--- config.mk ---
export PLATFORM = sky130hd
export DESIGN_NAME = nrisc_fetch_unit
export DESIGN_NICKNAME = d
export VERILOG_FILES = /design/src/rtl/nrisc_pkg.sv /design/src/rtl/nrisc_pc_reg.sv /design/src/rtl/nrisc_fetch_unit.sv
export SDC_FILE = /design/constraint.sdc
export NUM_CORES = 1
export LEC_CHECK = 0
export CORE_MARGIN = 5
export CORE_UTILIZATION = 26
export CTS_BUF_LIST = sky130_fd_sc_hd__clkbuf_8 sky130_fd_sc_hd__clkbuf_16
export DETAILED_ROUTE_END_ITERATION = 8
export SYNTH_ARGS = -nofsm -noshare
export SYNTH_HDL_FRONTEND = slang
export SYNTH_HIERARCHICAL = 1
export SYNTH_SLANG_ARGS = --single-unit
--- constraint.sdc ---
create_clock -name clock -period 2 [get_ports clock]
set_clock_uncertainty 0.05 [all_clocks]
set_input_delay 0.4 -clock clock [delete_from_list [all_inputs] [get_ports clock]]
set_output_delay 0.4 -clock clock [all_outputs]
set_load 0.05 [all_outputs]
--- src/rtl/nrisc_pkg.sv ---
// Shared definitions for the nRisc core: datapath widths, opcode map and
// the fetch-stage state encoding.
package nrisc_pkg;

    localparam int ADDR_W = 8;
    localparam int DATA_W = 8;

    localparam logic [2:0] OP_ADD  = 3'd0;
    localparam logic [2:0] OP_SUB  = 3'd1;
    localparam logic [2:0] OP_AND  = 3'd2;
    localparam logic [2:0] OP_OR   = 3'd3;
    localparam logic [2:0] OP_LD   = 3'd4;
    localparam logic [2:0] OP_ST   = 3'd5;
    localparam logic [2:0] OP_BEQ  = 3'd6;
    localparam logic [2:0] OP_HALT = 3'd7;

    typedef enum logic [1:0] {
        IDLE   = 2'd0,
        FETCH  = 2'd1,
        ISSUE  = 2'd2,
        HALTED = 2'd3
    } fetch_state_e;

endpackage

--- src/rtl/nrisc_pc_reg.sv ---
// Program counter: load (branch redirect) has priority over increment;
// otherwise the value is held. Increment wraps at 2^ADDR_W.
module nrisc_pc_reg
    import nrisc_pkg::*;
#(
    parameter logic [ADDR_W-1:0] RESET_PC = 8'h00
) (
    input  logic              clock,
    input  logic              reset_n,
    input  logic              i_load,
    input  logic [ADDR_W-1:0] i_load_val,
    input  logic              i_inc,
    output logic [ADDR_W-1:0] o_pc
);

    logic [ADDR_W-1:0] r_pc;

    // PC update: redirect, step or hold
    always_ff @(posedge clock or negedge reset_n) begin
        if (!reset_n) begin
            r_pc <= RESET_PC;
        end else if (i_load) begin
            r_pc <= i_load_val;
        end else if (i_inc) begin
            r_pc <= r_pc + ADDR_W'(1);
        end else begin
            r_pc <= r_pc;
        end
    end

    assign o_pc = r_pc;

endmodule

--- src/rtl/nrisc_fetch_unit.sv ---
// Instruction fetch stage: req/ready fetch from instruction memory, one
// registered instruction issued per fetch, branch redirect and sticky halt.
module nrisc_fetch_unit
    import nrisc_pkg::*;
#(
    parameter logic [ADDR_W-1:0] RESET_PC    = 8'h00,
    parameter logic [2:0]        HALT_OPCODE = OP_HALT
) (
    input  logic              clock,
    input  logic              reset_n,
    output logic              imem_req,
    output logic [ADDR_W-1:0] imem_addr,
    input  logic              imem_ready,
    input  logic [DATA_W-1:0] imem_rdata,
    input  logic              stall,
    input  logic              branch_taken,
    input  logic [ADDR_W-1:0] branch_target,
    input  logic              halt,
    output logic [DATA_W-1:0] instr,
    output logic [2:0]        func_code,
    output logic [ADDR_W-1:0] instr_pc,
    output logic              instr_valid,
    output logic              halted
);

    fetch_state_e      r_state;
    fetch_state_e      w_next_state;
    logic [ADDR_W-1:0] w_pc;
    logic [DATA_W-1:0] r_instr;
    logic [ADDR_W-1:0] r_instr_pc;
    logic              w_capture;
    logic              w_accept;
    logic              w_stop;
    logic              w_load;
    logic              w_inc;

    // Halt wins over branch, branch wins over increment; pc is frozen on halt
    assign w_capture = (r_state == FETCH) && imem_ready;
    assign w_accept  = (r_state == ISSUE) && !stall;
    assign w_stop    = w_accept && (halt || (r_instr[DATA_W-1 -: 3] == HALT_OPCODE));
    assign w_load    = w_accept && !w_stop && branch_taken;
    assign w_inc     = w_accept && !w_stop && !branch_taken;

    nrisc_pc_reg #(
        .RESET_PC (RESET_PC)
    ) u_pc_reg (
        .clock      (clock),
        .reset_n    (reset_n),
        .i_load     (w_load),
        .i_load_val (branch_target),
        .i_inc      (w_inc),
        .o_pc       (w_pc)
    );

    // FSM state register
    always_ff @(posedge clock or negedge reset_n) begin
        if (!reset_n) begin
            r_state <= IDLE;
        end else begin
            r_state <= w_next_state;
        end
    end

    // FSM next-state logic
    always_comb begin
        w_next_state = r_state;
        case (r_state)
            IDLE: begin
                w_next_state = FETCH;
            end
            FETCH: begin
                if (imem_ready) begin
                    w_next_state = ISSUE;
                end else begin
                    w_next_state = FETCH;
                end
            end
            ISSUE: begin
                if (w_stop) begin
                    w_next_state = HALTED;
                end else if (w_accept) begin
                    w_next_state = FETCH;
                end else begin
                    w_next_state = ISSUE;
                end
            end
            HALTED: begin
                w_next_state = HALTED;
            end
            default: begin
                w_next_state = IDLE;
            end
        endcase
    end

    // FSM outputs, decoded purely from the state register
    always_comb begin
        imem_req    = 1'b0;
        instr_valid = 1'b0;
        halted      = 1'b0;
        case (r_state)
            FETCH: begin
                imem_req = 1'b1;
            end
            ISSUE: begin
                instr_valid = 1'b1;
            end
            HALTED: begin
                halted = 1'b1;
            end
            default: begin
                imem_req    = 1'b0;
                instr_valid = 1'b0;
                halted      = 1'b0;
            end
        endcase
    end

    // Instruction register, loaded only when memory answers a fetch
    always_ff @(posedge clock or negedge reset_n) begin
        if (!reset_n) begin
            r_instr    <= '0;
            r_instr_pc <= RESET_PC;
        end else if (w_capture) begin
            r_instr    <= imem_rdata;
            r_instr_pc <= w_pc;
        end else begin
            r_instr    <= r_instr;
            r_instr_pc <= r_instr_pc;
        end
    end

    assign imem_addr = w_pc;
    assign instr     = r_instr;
    assign func_code = r_instr[DATA_W-1 -: 3];
    assign instr_pc  = r_instr_pc;

endmodule

; Yosys cells after proc, flatten, opt, wreduce, memory -nomap -nowiden
; Index checks and enable logic that the tools add are counted.
[totals]
reg_bits = 26
latch_bits = 0
ram_bits = 0
rom_bits = 0
inputBits = 22
out_inout_bits = 30
wordCells = 30
mem_count = 0
[classes]
add_sub_neg = 1
multipliers = 0
div_mod_pow = 0
magnitude_cmp = 0
n_eq_ne = 4
n_shift = 0
mux = 9
n_bitwise = 0
reduce_logical = 12
[op_table]
columns = operator, n
row1 = $mux 8, 2
row2 = $add 8x1->8 const B, 1
row3 = $pmux 2 s4, 1
row4 = $logic_and 1x1->1, 6
row5 = $mux 2, 3
row6 = $eq 2x2->1 const B, 2
row7 = $eq 3x3->1 const B, 1
row8 = $logic_not 1->1, 3
row9 = $mux 1, 3
row10 = $eq 2x1->1 const B, 1
row11 = $logic_not 2->1, 1
row12 = $reduce_bool 2->1, 1
row13 = $logic_or 1x1->1, 1

; Longest topological paths before layout
; Gate-level depths: netlist of the first run.
[depth]
word_depth = 8
ltp_mapped = 6
ltp_nobuf = 5

; By module
; The synthesis of the first run kept the hierarchy.
[modules_own_cells]
columns = module, n_inst, cells_each, area_per_inst_um2, seq_area_each_um2
row1 = nrisc_fetch_unit, 1, 49, 784.5, 450.4
row2 = nrisc_pc_reg, 1, 49, 450.4, 200.2

; Least setup slack after synthesis of the first run
; Ideal clock, no wire load.
[synth_timing]
path_type = reg-to-reg
startpoint = register r_state[0]
endpoint = register u_pc_reg.r_pc[7], in the netlist u_pc_reg/o_pc[7]
setup_ps = 69
arrival_time_ps = 1834
required_ps = 1881
slack_ps = 48
path_stages_with_launch = 7
path_buffers = 1
synth_period_minus_slack_ps = 1952
path_cell_list = dfrtp_1 nor4b_1 and3b_1 buf_4 nand4_4 or4_1 nand3_1
[synth_between]
elab_chain_len = 7
elab_cells_between_ends = 9
classes_between = eq/ne: 1 / mux: 1 / reduce/logical: 7
[synth_rtl]
columns = item, line
row1 = start: declaration, nrisc_fetch_unit.sv:26  ; fetch_state_e r_state;
row2 = start signal: assignment, nrisc_fetch_unit.sv:60  ; r_state <= w_next_state;
row3 = $eq 2x2->1 *, nrisc_fetch_unit.sv:39  ; assign w_accept = (r_state == ISSUE) && !stall;
row4 = $logic_and 1x1->1 *, nrisc_fetch_unit.sv:39
row5 = $logic_and 1x1->1, nrisc_fetch_unit.sv:40  ; assign w_stop = w_accept && (halt || (r_instr[DATA_W-1 -: 3] == HALT_OPCODE));
row6 = $logic_not 1->1, nrisc_fetch_unit.sv:42  ; assign w_inc = w_accept && !w_stop && !branch_taken;
row7 = $logic_and 1x1->1 * (2 in a row), nrisc_fetch_unit.sv:42
row8 = named net w_inc, nrisc_fetch_unit.sv:35  ; logic w_inc;
row9 = $reduce_bool 2->1 (no line) *, n/a
row10 = end signal: assignment, nrisc_pc_reg.sv:23  ; r_pc <= i_load_val;
row11 = end signal: assignment, nrisc_pc_reg.sv:25  ; r_pc <= r_pc + ADDR_W'(1);
row12 = end signal: assignment, nrisc_pc_reg.sv:27  ; r_pc <= r_pc;
row13 = end: declaration, nrisc_pc_reg.sv:16  ; logic [ADDR_W-1:0] r_pc;
; Mark *: on every way through the listed nets, which the timed path passes. The rest lies on a longest branch.
; A chain may end at the register's enable or synchronous reset.

; Worst setup path in the final report of the first run
[layout_timing]
startpoint = register r_instr[5], in the netlist instr[5]
endpoint = output port instr[5]
[layout_rtl]
columns = item, line
row1 = start: declaration, nrisc_fetch_unit.sv:29  ; logic [DATA_W-1:0] r_instr;
row2 = start signal: assignment, nrisc_fetch_unit.sv:125  ; r_instr <= imem_rdata;
row3 = start signal: assignment, nrisc_fetch_unit.sv:128  ; r_instr <= r_instr;
row4 = end: declaration, nrisc_fetch_unit.sv:19  ; output logic [DATA_W-1:0] instr,
; No word-level cell between the ends.

==> results of run 1 <==
## sequential cells by signal, summed over array words and instances, names as in the netlist
register	cells
instr	8
instr_pc	8
u_pc_reg/o_pc	8
r_state	2
## placed cells by master (no fill, tap or decap)
master	instances
nand3_1	5
nand3b_4	1
buf_4	24
or4_1	2
o21ai_0	6
xnor2_1	1
buf_12	1
xor2_1	3
nand4_1	2
ha_1	1
or4_4	1
mux2_2	7
and3_1	1
and2b_1	1
clkdlybuf4s50_1	34
clkbuf_8	4
a21oi_1	2
nor2b_1	4
mux2i_1	1
dlymetal6s2s_1	2
and3b_2	1
nand2_1	10
nand3_2	1
nand4_4	1
and2_1	1
o21ai_1	2
nor4b_2	1
dfrtp_1	26
a21boi_0	1
mux2_4	9
## layer usage
metal | vias to the layer above | GRT usage, %
met5 | - | 0
met4 | 0 | 1.03
met3 | 0 | 3.17
met2 | 37 | 17.5
met1 | 480 | 13.2
li1 | 459 | -
## final cells by class
type	instances	area (um^2)	area share [%]
multi-input cells	65	552	29.2
flip-flops and latches	26	651	34.4
well taps	54	67.6	3.57
clock buffers	4	55.1	2.91
repair buffers	61	566	29.9
## kinds of logic after synthesis
family          share of synthesized area, %
buf+inv                                 3.95
xor+xnor                                2.84
mux                                     18.1
compound gates                          4.66
fa+ha+maj                               1.01
simple gates                            16.7
flops                                   52.7
## where the power goes
group          total (uW)  leakage [uW]  internal, uW  switching [uW]
clock                 339     0.0000288           176             163
sequential            736      0.000335           627             109
combinational         898      0.000543           330             568
## how the worst max path moves through the flow
| stage | from | end | cells after the start |
|---|---|---|---|
| after CTS | instr[6]$_DFFE_PN0P_ | func_code[1] | 1 |
| after global placement | stall | u_pc_reg/o_pc[5]$_DFFE_PN0P_ | 7 |
| final | instr[5]$_DFFE_PN0P_ | instr[5] | 1 |
| after floorplan | r_state[0]$_DFF_PN0_ | u_pc_reg/o_pc[7]$_DFFE_PN0P_ | 6 |
| after detailed placement | stall | u_pc_reg/o_pc[5]$_DFFE_PN0P_ | 7 |
| after global routing | instr[6]$_DFFE_PN0P_ | func_code[1] | 1 |
## through the flow
stage | setup TNS [ps] | power [uW] | instance area [um^2] | instances | setup WS, ps
6_report | 0 | 1970 | 1890 | 210 | 57.2
5_1_grt | 0 | 2070 | 1890 | 210 | 3.19
4_1_cts | 0 | 2000 | 1860 | 208 | 35.1
3_5_place_dp | -2250 | 1650 | 1800 | 204 | -423
3_3_place_gp | -1900 | 1640 | 1800 | 204 | -353
2_1_floorplan | 0 | 1340 | 1230 | 98 | 47.6
## cell usage after synthesis (3+ instances only)
| cell | number | area share, % |
|---|---|---|
| buf_4 | 4 | 2.4 |
| mux2_4 | 9 | 11 |
| dfrtp_1 | 26 | 53 |
| nor2b_1 | 4 | 2.0 |
| xor2_1 | 3 | 2.1 |
| o21ai_0 | 6 | 2.4 |
| mux2_2 | 7 | 6.4 |
| nand3_1 | 6 | 2.4 |
| or4_1 | 3 | 1.8 |
| nand2_1 | 10 | 3.0 |
## what timing repair did
item                                   CTS  global route
setup endpoints to repair                3             2
gates resized for setup                  2             4
setup buffers                            0             2
cloned                                   0             0
endpoints found under the hold margin    0             0
pin swaps                                5             2
## worst register-to-register path, cell delays in order, from the launching register on
cell and delay [ps]:
dfrtp_1 400, nor4b_2 280, buf_4 160, and3b_2 220, nand4_4 120, or4_4 500
nand3_2 90
==> impl_metrics.csv, run 1 <==
group,metric,value,unit
synthesis,ys_dominant_reg_cell,"dfrtp_1",
route,num_vias,976,
route,highest_layer,"met3",
cts,cts-root-buf,"clkbuf_8",
worst_setup_path,crit_fanout,4,
floorplan,die_w,78.9,um
timing,rsz0062_at_grt,"no",
cts,ctsHoldBuffers,0,
timing,setup_viol,0,
final_layout,final_core_util,40.6,%
floorplan,die_h,78.9,um
min_path,min_path_cells,2,
floorplan,dieArea,6230,um^2
pwr,p_leak,0.000907,uW
floorplan,core_region_area,4660,um^2
worst_setup_path,critPathRequiredTime,1550,ps
min_path,min_path_type,"input port to flop",
route,drc,0,
global_route,grt_first_pass_wirelength,5150,um
timing,finalHoldViolCount,0,
final_layout,fillCellCount,444,
cts,clk_pin_slew,90,ps
worst_setup_path,crit_family,"buffers and inverters",
synthesis,ys_warn_count,6,
final_layout,drive_gt1_share,32.7,%
route,met1_length,1380,um
global_route,first_global_vias,1058,
worst_setup_path,worstSetupPathType,"flop to primary output",
global_route,antenna_found_initial,0,
route,wl_met2,1600,um
worst_setup_path,crit_chain,"clkdlybuf4s50_1",
final_layout,antenna-diode-count,0,
synthesis,synth_cells,98,
pwr,p_per_area,1040,nW/um^2
run_status,status,"complete, no violations",
synthesis,synth_fp_nets,121,
worst_setup_path,cp.arrival,1490,ps
worst_setup_path,cp-start-kind,"flop",
pwr,irDropWorstVdd,0.409,mV
global_route,overflow,0,
floorplan,num_rows,25,
timing,worstMarginPinSlew,512,ps
global_route,grt_max_degree,27,
timing,post-route-period-util,97.1,%
route,routedWlPerCell,15.3,um
worst_setup_path,slowest_stage,"clkdlybuf4s50_1",
cts,cts_tree,"built",
timing,fmax,515,MHz
worst_setup_path,end_kind,"primary output",
cts,clk_latency,270,ps
synthesis,async_reset_ff_share,100,%
synthesis,ys_ff_latch,26,
timing,slew_violations,0,
worst_setup_path,r2r-end,"u_pc_reg/o_pc[7]$_DFFE_PN0P_",
route,met3_length,229,um
timing,period_needed,1940,ps
floorplan,num_io_pins,52,
cts,clkSinkCount,26,
route,dr.pass1.iters,4,
synthesis,syn_area,1230,um^2
worst_setup_path,cp_slowest_stage_delay,830,ps
final_layout,area_growth,53.1,%
cts,numCtsBuffers,3,
worst_setup_path,r2r_start,"r_state[0]$_DFF_PN0_",
route,ant_nets,0,
global_route,track_usage,10.2,%
place,port_buffers,51,
route,drtIter0Drc,35,
synthesis,ys_seq_area_share,52.7,%
place,dpl.hpwl,2440,um
synthesis,synth_edf_count,0,
place,gp_congestion,0.762,
min_path,hold_end,"r_state[0]$_DFF_PN0_",
floorplan,start_util,26.5,%
cts,clockBufferDepth,2,
final_layout,layout.nets,180,
route,drt-total-wl,3210,um
min_path,hp-start,"stall",
synthesis,syn_avg_cell_area,12.6,um^2
synthesis,ys_types,26,
timing,maxSlewHeadroom,65.8,%
flow_run,cap_violations,0,
route,via_per_inst,4.65,
cts,htree_levels,1,
worst_setup_path,cp.buffers_inverters,1,
worst_setup_path,r2r_cells,6,
timing,worst_hold_slack,326,ps
worst_setup_path,rrSetupSlack,120,ps
Power figures use the tool's default switching activity.
==> inputs of run 2 (changes only) <==
Settings changed: SLEW_MARGIN set to 20.
==> results of run 2 <==
The final DEF is identical to that of run 1; final timing and power are the same.
